## src/rtl/mmc_bus_pkg.sv

```systemverilog
`default_nettype none
// ============================================================================
// Module   : mmc_bus_pkg
// Purpose  : Packet layout and FSM encoding shared by the bus-request decoder.
// Revision : 1.0 - initial release
// ============================================================================
package mmc_bus_pkg;

    // 54-bit tagged request packet: [53] valid, [52:33] addr, [32] we, [31:0] wdata
    localparam int PKT_W     = 54;
    localparam int VALID_BIT = 53;
    localparam int ADDR_LSB  = 33;
    localparam int WE_BIT    = 32;

    // Transaction FSM encoding
    typedef logic [1:0] state_t;
    localparam state_t ST_IDLE  = 2'd0;
    localparam state_t ST_ISSUE = 2'd1;
    localparam state_t ST_WAIT  = 2'd2;
    localparam state_t ST_RESP  = 2'd3;

endpackage : mmc_bus_pkg
`default_nettype wire

```

## src/rtl/mmc_bus_req_decoder_if.sv

```systemverilog
`default_nettype none
// ============================================================================
// Module   : mmc_bus_req_decoder_if
// Purpose  : Red Pitaya sys_* register bus. master = requester (decoder),
//            slave = register bank answering with ack/err/rdata.
// Revision : 1.0 - initial release
// ============================================================================
interface mmc_bus_req_decoder_if #(
    parameter int DATA_W = 32
);
    logic [31:0]       sys_addr_o;
    logic [DATA_W-1:0] sys_wdata_o;
    logic              sys_wen_o;
    logic              sys_ren_o;
    logic [DATA_W-1:0] sys_rdata_i;
    logic              sys_err_i;
    logic              sys_ack_i;

    modport master (
        output sys_addr_o, sys_wdata_o, sys_wen_o, sys_ren_o,
        input  sys_rdata_i, sys_err_i, sys_ack_i
    );

    modport slave (
        input  sys_addr_o, sys_wdata_o, sys_wen_o, sys_ren_o,
        output sys_rdata_i, sys_err_i, sys_ack_i
    );
endinterface : mmc_bus_req_decoder_if
`default_nettype wire

```

## src/rtl/mmc_req_fifo.sv

```systemverilog
`default_nettype none
// ============================================================================
// Module   : mmc_req_fifo
// Purpose  : Synchronous request buffer with full/empty flags. Pointers carry
//            one wrap bit so full and empty are told apart without a counter.
// Revision : 1.0 - initial release
// ============================================================================
module mmc_req_fifo #(
    parameter int WIDTH = 53,
    parameter int DEPTH = 4
) (
    input  wire logic             clk_i,
    input  wire logic             rstn_i,
    input  wire logic             push_i,
    input  wire logic [WIDTH-1:0] din_i,
    input  wire logic             pop_i,
    output logic      [WIDTH-1:0] dout_o,
    output logic                  full_o,
    output logic                  empty_o
);
    localparam int AW = $clog2(DEPTH);

    logic [WIDTH-1:0] mem_q [DEPTH];
    logic [AW:0]      wr_ptr_q;
    logic [AW:0]      rd_ptr_q;
    logic             w_push;
    logic             w_pop;

    assign empty_o = (wr_ptr_q == rd_ptr_q);
    assign full_o  = (wr_ptr_q[AW] != rd_ptr_q[AW]) &&
                     (wr_ptr_q[AW-1:0] == rd_ptr_q[AW-1:0]);
    assign w_push  = push_i && !full_o;
    assign w_pop   = pop_i && !empty_o;
    assign dout_o  = mem_q[rd_ptr_q[AW-1:0]];

    // Pointer update; a push and a pop may happen in the same cycle
    always_ff @(posedge clk_i or negedge rstn_i) begin
        if (!rstn_i) begin
            wr_ptr_q <= '0;
            rd_ptr_q <= '0;
        end else begin
            if (w_push) wr_ptr_q <= wr_ptr_q + 1'b1;
            if (w_pop)  rd_ptr_q <= rd_ptr_q + 1'b1;
        end
    end

    // Storage write; contents need no reset since empty_o guards reads
    always_ff @(posedge clk_i) begin
        if (w_push) mem_q[wr_ptr_q[AW-1:0]] <= din_i;
    end

endmodule : mmc_req_fifo
`default_nettype wire

```

## src/rtl/mmc_bus_req_decoder.sv

```systemverilog
`default_nettype none
// ============================================================================
// Module   : mmc_bus_req_decoder
// Purpose  : Responder for tagged bus-request packets. Buffers packets, runs
//            each as a single sys_* read or write and returns one response
//            pulse per transaction, strictly in packet order.
// Options  : MMC_REQ_TIMEOUT_EN - abort a transaction after TIMEOUT cycles
//            without ack and report it as an error response.
// Revision : 1.0 - initial release
// ============================================================================
module mmc_bus_req_decoder
    import mmc_bus_pkg::*;
#(
    parameter int          ADDR_W     = 20,
    parameter int          DATA_W     = 32,
    parameter int          FIFO_DEPTH = 4,
    parameter logic [31:0] BASE_ADDR  = 32'h4060_0000,
    parameter int          TIMEOUT    = 255
) (
    input  wire logic              clk_i,
    input  wire logic              rstn_i,
    input  wire logic [PKT_W-1:0]  req_i,
    input  wire logic              ovf_clr_i,
    output logic                   ovf_o,
    output logic                   busy_o,
    mmc_bus_req_decoder_if.master  sys,
    output logic                   resp_valid_o,
    output logic                   resp_we_o,
    output logic                   resp_err_o,
    output logic      [DATA_W-1:0] resp_data_o
);
    localparam int ENT_W = ADDR_W + 1 + DATA_W;

    state_t              state_q, state_d;
    logic                ovf_q, ovf_d;
    logic [ADDR_W-1:0]   hold_addr_q;
    logic                hold_we_q;
    logic [DATA_W-1:0]   hold_wdata_q;
    logic                resp_err_q;
    logic [DATA_W-1:0]   resp_data_q;

    logic                w_req_vld;
    logic                w_fifo_full;
    logic                w_fifo_empty;
    logic                w_pop;
    logic [ENT_W-1:0]    w_fifo_din;
    logic [ENT_W-1:0]    w_fifo_dout;
    logic                w_in_xfer;
    logic                w_ack;
    logic                w_timeout;

    assign w_req_vld  = req_i[VALID_BIT];
    assign w_fifo_din = {req_i[ADDR_LSB +: ADDR_W], req_i[WE_BIT], req_i[DATA_W-1:0]};
    assign w_pop      = (state_q == ST_IDLE) && !w_fifo_empty;
    assign w_in_xfer  = (state_q == ST_ISSUE) || (state_q == ST_WAIT);
    assign w_ack      = w_in_xfer && sys.sys_ack_i;

    // Full is judged at cycle start, so a same-cycle pop frees no slot
    mmc_req_fifo #(
        .WIDTH (ENT_W),
        .DEPTH (FIFO_DEPTH)
    ) u_fifo (
        .clk_i   (clk_i),
        .rstn_i  (rstn_i),
        .push_i  (w_req_vld),
        .din_i   (w_fifo_din),
        .pop_i   (w_pop),
        .dout_o  (w_fifo_dout),
        .full_o  (w_fifo_full),
        .empty_o (w_fifo_empty)
    );

`ifdef MMC_REQ_TIMEOUT_EN
    localparam int CNT_W = $clog2(TIMEOUT + 1);
    logic [CNT_W-1:0] to_cnt_q;

    // Cycles spent since ISSUE; cleared whenever no transaction is on the bus
    always_ff @(posedge clk_i or negedge rstn_i) begin
        if (!rstn_i)        to_cnt_q <= '0;
        else if (w_in_xfer) to_cnt_q <= to_cnt_q + 1'b1;
        else                to_cnt_q <= '0;
    end

    assign w_timeout = w_in_xfer && !sys.sys_ack_i && (to_cnt_q == CNT_W'(TIMEOUT - 1));
`else
    assign w_timeout = 1'b0;
`endif

    // A drop in the same cycle as a clear leaves the flag set
    assign ovf_d = (w_req_vld && w_fifo_full) ? 1'b1 : (ovf_clr_i ? 1'b0 : ovf_q);

    // State, overflow flag, hold register and captured response
    always_ff @(posedge clk_i or negedge rstn_i) begin
        if (!rstn_i) begin
            state_q      <= ST_IDLE;
            ovf_q        <= 1'b0;
            hold_addr_q  <= '0;
            hold_we_q    <= 1'b0;
            hold_wdata_q <= '0;
            resp_err_q   <= 1'b0;
            resp_data_q  <= '0;
        end else begin
            state_q <= state_d;
            ovf_q   <= ovf_d;
            if (w_pop) begin
                {hold_addr_q, hold_we_q, hold_wdata_q} <= w_fifo_dout;
            end
            if (w_ack) begin
                resp_err_q  <= sys.sys_err_i;
                resp_data_q <= hold_we_q ? '0 : sys.sys_rdata_i;
            end else if (w_timeout) begin
                resp_err_q  <= 1'b1;
                resp_data_q <= '0;
            end
        end
    end

    // Next-state: ack (or timeout) in ISSUE skips WAIT entirely
    always_comb begin
        state_d = state_q;
        case (state_q)
            ST_IDLE:  if (!w_fifo_empty) state_d = ST_ISSUE;
            ST_ISSUE: state_d = (sys.sys_ack_i || w_timeout) ? ST_RESP : ST_WAIT;
            ST_WAIT:  if (sys.sys_ack_i || w_timeout) state_d = ST_RESP;
            ST_RESP:  state_d = ST_IDLE;
            default:  state_d = ST_IDLE;
        endcase
    end

    // Outputs decoded from state; everything reads 0 outside its window
    always_comb begin
        sys.sys_wen_o   = (state_q == ST_ISSUE) &&  hold_we_q;
        sys.sys_ren_o   = (state_q == ST_ISSUE) && !hold_we_q;
        sys.sys_addr_o  = w_in_xfer ? (BASE_ADDR | {{(32-ADDR_W){1'b0}}, hold_addr_q}) : 32'h0;
        sys.sys_wdata_o = w_in_xfer ? hold_wdata_q : '0;
        resp_valid_o    = (state_q == ST_RESP);
        resp_we_o       = (state_q == ST_RESP) && hold_we_q;
        resp_err_o      = (state_q == ST_RESP) && resp_err_q;
        resp_data_o     = (state_q == ST_RESP) ? resp_data_q : '0;
        ovf_o           = ovf_q;
        busy_o          = (state_q != ST_IDLE) || !w_fifo_empty;
    end

endmodule : mmc_bus_req_decoder
`default_nettype wire

```

## src/flat_wrapper.sv

```systemverilog
// flat-port wrapper written by rule: the top's interface ports become plain ports
module mmc_bus_req_decoder_flat import mmc_bus_pkg::*;
#(
    parameter int          ADDR_W     = 20,
    parameter int          DATA_W     = 32,
    parameter int          FIFO_DEPTH = 4,
    parameter logic [31:0] BASE_ADDR  = 32'h4060_0000,
    parameter int          TIMEOUT    = 255
)
  (clk_i, rstn_i, req_i, ovf_clr_i, ovf_o, busy_o, resp_valid_o, resp_we_o, resp_err_o, resp_data_o, sys_sys_addr_o, sys_sys_wdata_o, sys_sys_wen_o, sys_sys_ren_o, sys_sys_rdata_i, sys_sys_err_i, sys_sys_ack_i);
  mmc_bus_req_decoder_if #(.DATA_W(DATA_W)) sys_i ();
  input  wire logic clk_i;
  input  wire logic rstn_i;
  input  wire logic [PKT_W-1:0] req_i;
  input  wire logic ovf_clr_i;
  output logic ovf_o;
  output logic busy_o;
  output logic resp_valid_o;
  output logic resp_we_o;
  output logic resp_err_o;
  output logic      [DATA_W-1:0] resp_data_o;
  output wire logic [$bits(sys_i.sys_addr_o)-1:0] sys_sys_addr_o;
  output wire logic [$bits(sys_i.sys_wdata_o)-1:0] sys_sys_wdata_o;
  output wire logic [$bits(sys_i.sys_wen_o)-1:0] sys_sys_wen_o;
  output wire logic [$bits(sys_i.sys_ren_o)-1:0] sys_sys_ren_o;
  input wire logic [$bits(sys_i.sys_rdata_i)-1:0] sys_sys_rdata_i;
  input wire logic [$bits(sys_i.sys_err_i)-1:0] sys_sys_err_i;
  input wire logic [$bits(sys_i.sys_ack_i)-1:0] sys_sys_ack_i;
  assign sys_sys_addr_o = sys_i.sys_addr_o;
  assign sys_sys_wdata_o = sys_i.sys_wdata_o;
  assign sys_sys_wen_o = sys_i.sys_wen_o;
  assign sys_sys_ren_o = sys_i.sys_ren_o;
  assign sys_i.sys_rdata_i = sys_sys_rdata_i;
  assign sys_i.sys_err_i = sys_sys_err_i;
  assign sys_i.sys_ack_i = sys_sys_ack_i;
  mmc_bus_req_decoder #(.ADDR_W(ADDR_W), .DATA_W(DATA_W), .FIFO_DEPTH(FIFO_DEPTH), .BASE_ADDR(BASE_ADDR), .TIMEOUT(TIMEOUT)) u_core (.clk_i(clk_i), .rstn_i(rstn_i), .req_i(req_i), .ovf_clr_i(ovf_clr_i), .ovf_o(ovf_o), .busy_o(busy_o), .sys(sys_i), .resp_valid_o(resp_valid_o), .resp_we_o(resp_we_o), .resp_err_o(resp_err_o), .resp_data_o(resp_data_o));
endmodule
```

## config.mk

```make
export PLATFORM = sky130hd
export DESIGN_NAME = mmc_bus_req_decoder_flat
export DESIGN_NICKNAME = d
export VERILOG_FILES = /design/src/rtl/mmc_bus_pkg.sv /design/src/rtl/mmc_bus_req_decoder_if.sv /design/src/rtl/mmc_req_fifo.sv /design/src/rtl/mmc_bus_req_decoder.sv /design/src/flat_wrapper.sv
export SDC_FILE = /design/constraint.sdc
export NUM_CORES = 1
export LEC_CHECK = 0
export BUFFER_PORTS_ARGS = -buffer_cell sky130_fd_sc_hd__buf_4
export CORE_MARGIN = 2
export CORE_UTILIZATION = 26
export DETAILED_ROUTE_END_ITERATION = 6
export PLACE_DENSITY = 0.49
export RECOVER_POWER = 25
export SETUP_SLACK_MARGIN = 0.15
export SLEW_MARGIN = 30
export SYNTH_ARGS = -nofsm -noshare
export SYNTH_HDL_FRONTEND = slang
export SYNTH_HIERARCHICAL = 1
export SYNTH_SLANG_ARGS = --single-unit
```

## constraint.sdc

```tcl
create_clock -name clk_i -period 2.4 [get_ports clk_i]
set_input_delay 0.24 -clock clk_i [delete_from_list [all_inputs] [get_ports clk_i]]
set_output_delay 0.24 -clock clk_i [all_outputs]
set_load 0.01 [all_outputs]
```

---- Word level (Yosys, flattened, before mapping) ----
Memory sizes are Yosys's and may differ from the RTL's. A register that Yosys moved wholly into a read port is not among the register bits.
Cells that the tools add are included.
operators by class
  reduce and logical (&&, ||, !) cells .... 20
  $add $sub $neg .......................... 2
  muxes and demuxes ....................... 12
  eq/ne operators ......................... 8
operator list
  kind                                                              count
  32-bit two-way mux                                                3
  31-bit two-way mux                                                1
  1-bit logical AND                                                 10
  2-bit one-hot mux with 4 select lines                             1
  3-bit by 1-bit adder with 3-bit output (second input constant)    2
  1-bit two-way mux                                                 5
  2-bit == test (second input constant)                             2
  1-bit logical NOT                                                 4
  2-bit two-way mux                                                 2
  2-bit != test (second input constant)                             2
  2-bit nonzero test                                                2
  3-bit == test                                                     1
  2-bit by 1-bit == test with 1-bit output (second input constant)  1
  2-bit == test                                                     1
  2-bit logical NOT                                                 1
  1-bit logical OR                                                  2
  2-bit AND reduction                                               1
  1-bit != test                                                     1
storage, ports and cells
  output and inout port bits .............. 103
  logic and storage cells ................. 49
  bits of input ports ..................... 91
  bits in writable memories ............... 212
  memories ................................ 1
  register bits ........................... 42
memories
  memory               words  bits a word  rd ports  clocked after memory_dff  wr ports  RTL line            RTL
  u_core.u_fifo.mem_q  4      53           1         1                         1         mmc_req_fifo.sv:23  logic [WIDTH-1:0] mem_q [DEPTH];

---- Logic depth before layout (Yosys ltp) ----
  word-level depth ........................ 6
  depth in mapped cells ................... 9
  mapped depth without buffers ............ 6

---- Modules after synthesis ----
The synthesis kept the hierarchy.
modules (own cells, without submodules)
  module               area an instance (um2)  cells each  sequential area each (um2)  times used
  mmc_req_fifo         8303.0                  325         6516.2                      1
  mmc_bus_req_decoder  4506.8                  384         2227.1                      1

---- Least setup slack after synthesis ----
OpenSTA, ideal clock, no wires.
  kind .................................... reg-to-reg
  from .................................... register u_core.u_fifo.wr_ptr_q[0]
  to ...................................... memory u_core.u_fifo.mem_q[1][0], enable pin
  required time ........................... 1.984 ns
  period minus slack after synthesis ...... 2.600 ns
  path slack .............................. -0.200 ns
  path buffers ............................ 0
  stages on the path, launching flop included .. 4
  library setup time ...................... 0.416 ns
  arrival ................................. 2.183 ns
  cells stage by stage .................... dfrtp_1 > xnor2_2 > nand3_1 > and3_1
on the way
  cells in the longest elaborated chain, start to end .. 6
ends and longest elaborated chain
  item                                     RTL line            RTL
  start, declared                          mmc_req_fifo.sv:24  logic [AW:0] wr_ptr_q;
  start signal, assigned                   mmc_req_fifo.sv:42  if (w_push) wr_ptr_q <= wr_ptr_q + 1'b1;
  2-bit == test                            mmc_req_fifo.sv:31  (wr_ptr_q[AW-1:0] == rd_ptr_q[AW-1:0]);
  1-bit logical AND                        mmc_req_fifo.sv:30  assign full_o = (wr_ptr_q[AW] != rd_ptr_q[AW]) &&
  1-bit logical NOT                        mmc_req_fifo.sv:32  assign w_push = push_i && !full_o;
  1-bit logical AND                        mmc_req_fifo.sv:32
  1-bit two-way mux                        mmc_req_fifo.sv:49  if (w_push) mem_q[wr_ptr_q[AW-1:0]] <= din_i;
  1-bit two-way mux (not written as such)  mmc_req_fifo.sv:49
  end, declared                            mmc_req_fifo.sv:23
Parallel ways exist; a longest one is shown, timed or not.

---- Final worst setup path ----
  from .................................... register u_core.state_q[0]
  to ...................................... output port sys_sys_wdata_o[1]
on the way
  cells in the longest elaborated chain, start to end .. 3
  elaborated cells between the ends (all ways) .. 4
  classes of those cells .................. eq/ne: 2; mux: 1; reduce/logical: 1
ends and longest elaborated chain
  item                                                                       RTL line                    RTL
  start, declared                                                            mmc_bus_req_decoder.sv:34   state_t state_q, state_d;
  start signal, assigned                                                     mmc_bus_req_decoder.sv:103  state_q <= state_d;
  2-bit by 1-bit == test with 1-bit output or 2-bit == test (tied branches)  mmc_bus_req_decoder.sv:55   assign w_in_xfer = (state_q == ST_ISSUE) || (state_q == ST_WAIT);
  1-bit logical OR (*)                                                       mmc_bus_req_decoder.sv:55
  32-bit two-way mux (*)                                                     mmc_bus_req_decoder.sv:135  sys.sys_wdata_o = w_in_xfer ? hold_wdata_q : '0;
  end, declared                                                              flat_wrapper.sv:23          output wire logic [$bits(sys_i.sys_wdata_o)-1:0] sys_sys_wdata_o;
Every way passes the cells marked *; elsewhere a longest branch is shown, timed or not.

==> Flow_metrics.wiki <==
{| class="wikitable"
! Metric !! Value
|-
| Result of the run || complete, no violations
|-
| Worst Path Arrival || 1.89 ns
|-
| Floorplan die area || 51100 um2
|-
| Half-perimeter wire length of the detailed placement result || 18300 um
|-
| Unique masters post-synth || 39
|-
| Via/cell ratio || 4.09
|-
| Congestion Overflow GR || 0
|-
| Overall die width || 226 um
|-
| Worst Tran Pin Value || 0.895 ns
|-
| Switching power share of the total || 0.317
|-
| CP Class || reg -> out
|-
| Number of warnings printed during yosys synthesis || 6
|-
| Number of endpoints failing setup at the final stage || 0
|-
| Instance count of the mapped netlist || 709
|-
| Area contributors post-synth || edfxtp_1 50%, dfrtp_1 19%, mux2_4 5.7%, mux4_1 5.3%, mux4_2 4.7%
|-
| Proportion of power drawn by the clock network || 0.244
|-
| Number of DRC markers after the initial detailed-route iteration || 463
|-
| Leakage || 6.48 nW
|-
| Routability Congestion || 0.742
|-
| Achievable Freq || 0.470 GHz
|-
| Via count of the first global-routing pass || 7564
|-
| Antenna-violating nets left || 0
|-
| Cell area after synthesis || 12800 um2
|-
| Largest family of logic cells by synthesized area || multiplexers
|-
| Number of buffers on the longest clock path || 3
|-
| CTS tree || built
|-
| Worst vdd ir || 0.000506 V
|-
| Number of max-capacitance violations reported || 0
|-
| Worst clock skew || 0.00868 ns
|-
| Fraction of the mapped netlist area in compound gates || 0.0232
|-
| Period utilisation layout || 0.887
|-
| Number of enable flip-flop cells after synthesis || 212
|-
| Class of the worst hold path || in -> reg
|-
| Overall fraction of global-route tracks in use || 0.120
|-
| Post-Synth Adder-Cell Area || 0.00977
|-
| Area Overhead vs Synth || 32.3%
|-
| Net Sw Power || 7.09 mW
|-
| Number of pins with negative max-slew slack in the final report || 0
|-
| First-pass GRT wire length || 45600 um
|-
| Post-Synth XOR/XNOR Area || 0.00879
|-
| Leading area contributor after synthesis || edfxtp_1
|-
| Sinks on Clock Net || 307
|-
| Initial standard-cell utilization of the core || 0.263
|-
| Depth of the CTS H-tree || 2
|-
| Pre-antenna DRT Iters || 4
|-
| Unrepaired setup endpoints after global routing || no
|-
| Number of inserted diodes || 0
|-
| Final Net Count || 1107
|-
| Number of antenna violations at the first check in global routing || 2
|-
| Average cell area after synthesis || 18.1 um2
|-
| Core Area || 48700 um2
|-
| Area fraction in and, or, nand and nor cells after synthesis || 0.0746
|-
| Internal power || 15.3 mW
|-
| Final core utilization || 0.348
|-
| Top FF cell, synth || edfxtp_1
|-
| Portion of total power attributed to sequential cells || 0.354
|-
| Number of placed instances with taps included || 1540
|-
| Endpoint class of the critical path || output pin
|-
| Kind of launch point of the worst setup path || flip-flop
|-
| Required time at the endpoint of the critical path || 2.16 ns
|-
| Non-filler cells in the finished layout || 1699
|-
| Number of fill cells in the layout || 4708
|-
| Largest net degree at the start of global routing || 58
|-
| Post-layout min period || 2.13 ns
|-
| Total wire length || 30800 um
|-
| CTS root buf || clkbuf_16
|-
| Post-synthesis sequential area ratio || 0.683
|-
| Mux share of post-synthesis cell area || 0.164
|-
| Average wire per cell in the routed design || 18.1 um
|-
| Flops & latches, synth || 307
|-
| Number of remaining DRC errors || 0
|-
| Standard-cell rows || 81
|-
| Crit-path max FO || 18
|-
| Clock edge transition at the registers on the reported setup and hold paths || 0.05 ns
|-
| Count of buffers from port buffering || 184
|-
| Overall die height || 226 um
|-
| Area share of the largest cell type after synthesis || 0.497
|-
| Final Hold Vio Count || 0
|-
| Ports || 194
|-
| Total via count in the routed design || 6957
|-
| Total clock buffers created by CTS || 37
|-
| Post-synthesis async set-or-reset flop share || 0.309
|-
| Fraction of layout instances using a drive strength above 1 || 0.304
|-
| Share of power burned in combinational logic || 0.402
|-
| Latest clock arrival within the worst-skew pair || 0.53 ns
|-
| Most repeated cell in the gate-level netlist after synthesis || edfxtp_1
|-
| Pwr dens || 1320 nW/um2
|-
| Synth top cells by count || 212 x edfxtp_1, 95 x dfrtp_1, 88 x and2_1
|-
| Total negative slack || 0 ns
|-
| Worst slew slack as a fraction of its limit || 0.403
|}
through the flow:
step                power (mW)  setup slack [ns]  hold slack, ns  instance area (um2)
floorplan                 13.7             0.202         -0.0556                12800
CTS                       22.7            0.0997          0.0168                17100
finish                    22.4             0.271          0.0431                17000
global placement          16.8             0.303           0.294                15000
detailed placement        16.9             0.309           0.297                15000
global route              23.8             0.176          0.0454                17000
flip-flops by register name (all words and copies together), names as in the netlist, 2 cells and up:
register / flops
u_core/hold_addr_q: 20
u_core/hold_wdata_q: 32
u_core/resp_data_q: 32
u_core/state_q: 2
u_core/u_fifo/mem_q: 212
u_core/u_fifo/rd_ptr_q: 3
u_core/u_fifo/wr_ptr_q: 3
final cells by class:
cell class,count,area (um2),area share
sequential,307,8750,0.516
multi-input combinational,353,3660,0.216
timing repair buffer,299,2490,0.147
clock buffer,52,1060,0.0628
tap,664,831,0.0490
clock inverter,16,125,0.00738
inverter,8,30.0,0.00177
cells in the final DEF, fill, tap and decap left out, drive strengths merged, types with 10 or more instances in the layout:
| cell | n |
|---|---|
| o21ai | 34 |
| edfxtp | 212 |
| dlygate4sd3 | 88 |
| ha | 10 |
| nand2 | 36 |
| mux2 | 55 |
| nand2b | 34 |
| clkbuf | 98 |
| dfrtp | 95 |
| buf | 165 |
| mux4 | 53 |
| clkinv | 13 |
| and2 | 88 |
worst max-delay path, stage by stage (launching register included):
cell,delay (ns)
dfrtp_1,0.39
inv_2,0.09
ha_4,0.34
buf_12,0.18
and2_1,0.21
buf_4,0.14
power groups by stage:
stage / combinational (mW) / clock, mW / sequential, mW
after detailed placement: 8.84 / 0 / 8.02
after floorplan: 5.86 / 0 / 7.79
final: 9.00 / 5.47 / 7.92
after CTS: 9.08 / 5.68 / 7.94
after global routing: 9.80 / 5.87 / 8.08
after global placement: 8.78 / 0 / 7.99
per-layer routing:
| layer | global-route usage | vias to the layer above | wire length, um |
|---|---|---|---|
| li1 | - | 3238 | - |
| met1 | 0.150 | 3471 | 13600 |
| met2 | 0.201 | 204 | 14600 |
| met3 | 0.0314 | 42 | 1890 |
| met4 | 0.0399 | 2 | 599 |
| met5 | 0 | - | 13 |
repair_timing:
action | in CTS | in global routing
hold endpoints to repair | 281 | 0
setup endpoints to repair | 47 | 31
pin swaps | 0 | 1
setup buffers | 0 | 2
hold buffers | 88 | 0
cloned | 0 | 1
resized for setup | 5 | 2
cells by family (layout without fill, tap and decap cells):
logic type	after synthesis	count (layout)
multiplexers	108	108
other	1	9
flip-flops	307	307
AND/OR/NAND/NOR	167	167
XOR/XNOR	9	9
AO/OA/AOI/OAI	50	50
buffers and inverters	57	375
adder cells (fa/ha/maj)	10	10
path summary, 6_finish.rpt:
kind                                                  startpoint                               endpoint  slack, ns  cells past startpoint
min in group asynchronous                                 rstn_i     u_core/resp_data_q[29]$_DFFE_PN0P_       0.26                      2
min reg2reg                   u_core/resp_data_q[11]$_DFFE_PN0P_     u_core/resp_data_q[11]$_DFFE_PN0P_       0.47                      2
min                                                    req_i[53]               u_core/ovf_o$_DFFE_PN0P_       0.04                      3
max                                u_core/state_q[0]$_DFFE_PN0P_                     sys_sys_wdata_o[1]       0.27                      5
max reg2reg                u_core/u_fifo/rd_ptr_q[1]$_DFFE_PN0P_  u_core/u_fifo/rd_ptr_q[1]$_DFFE_PN0P_       0.38                      5
max in group asynchronous                                 rstn_i     u_core/resp_data_q[26]$_DFFE_PN0P_       1.37                      3
(Power assumes the default switching activity.)
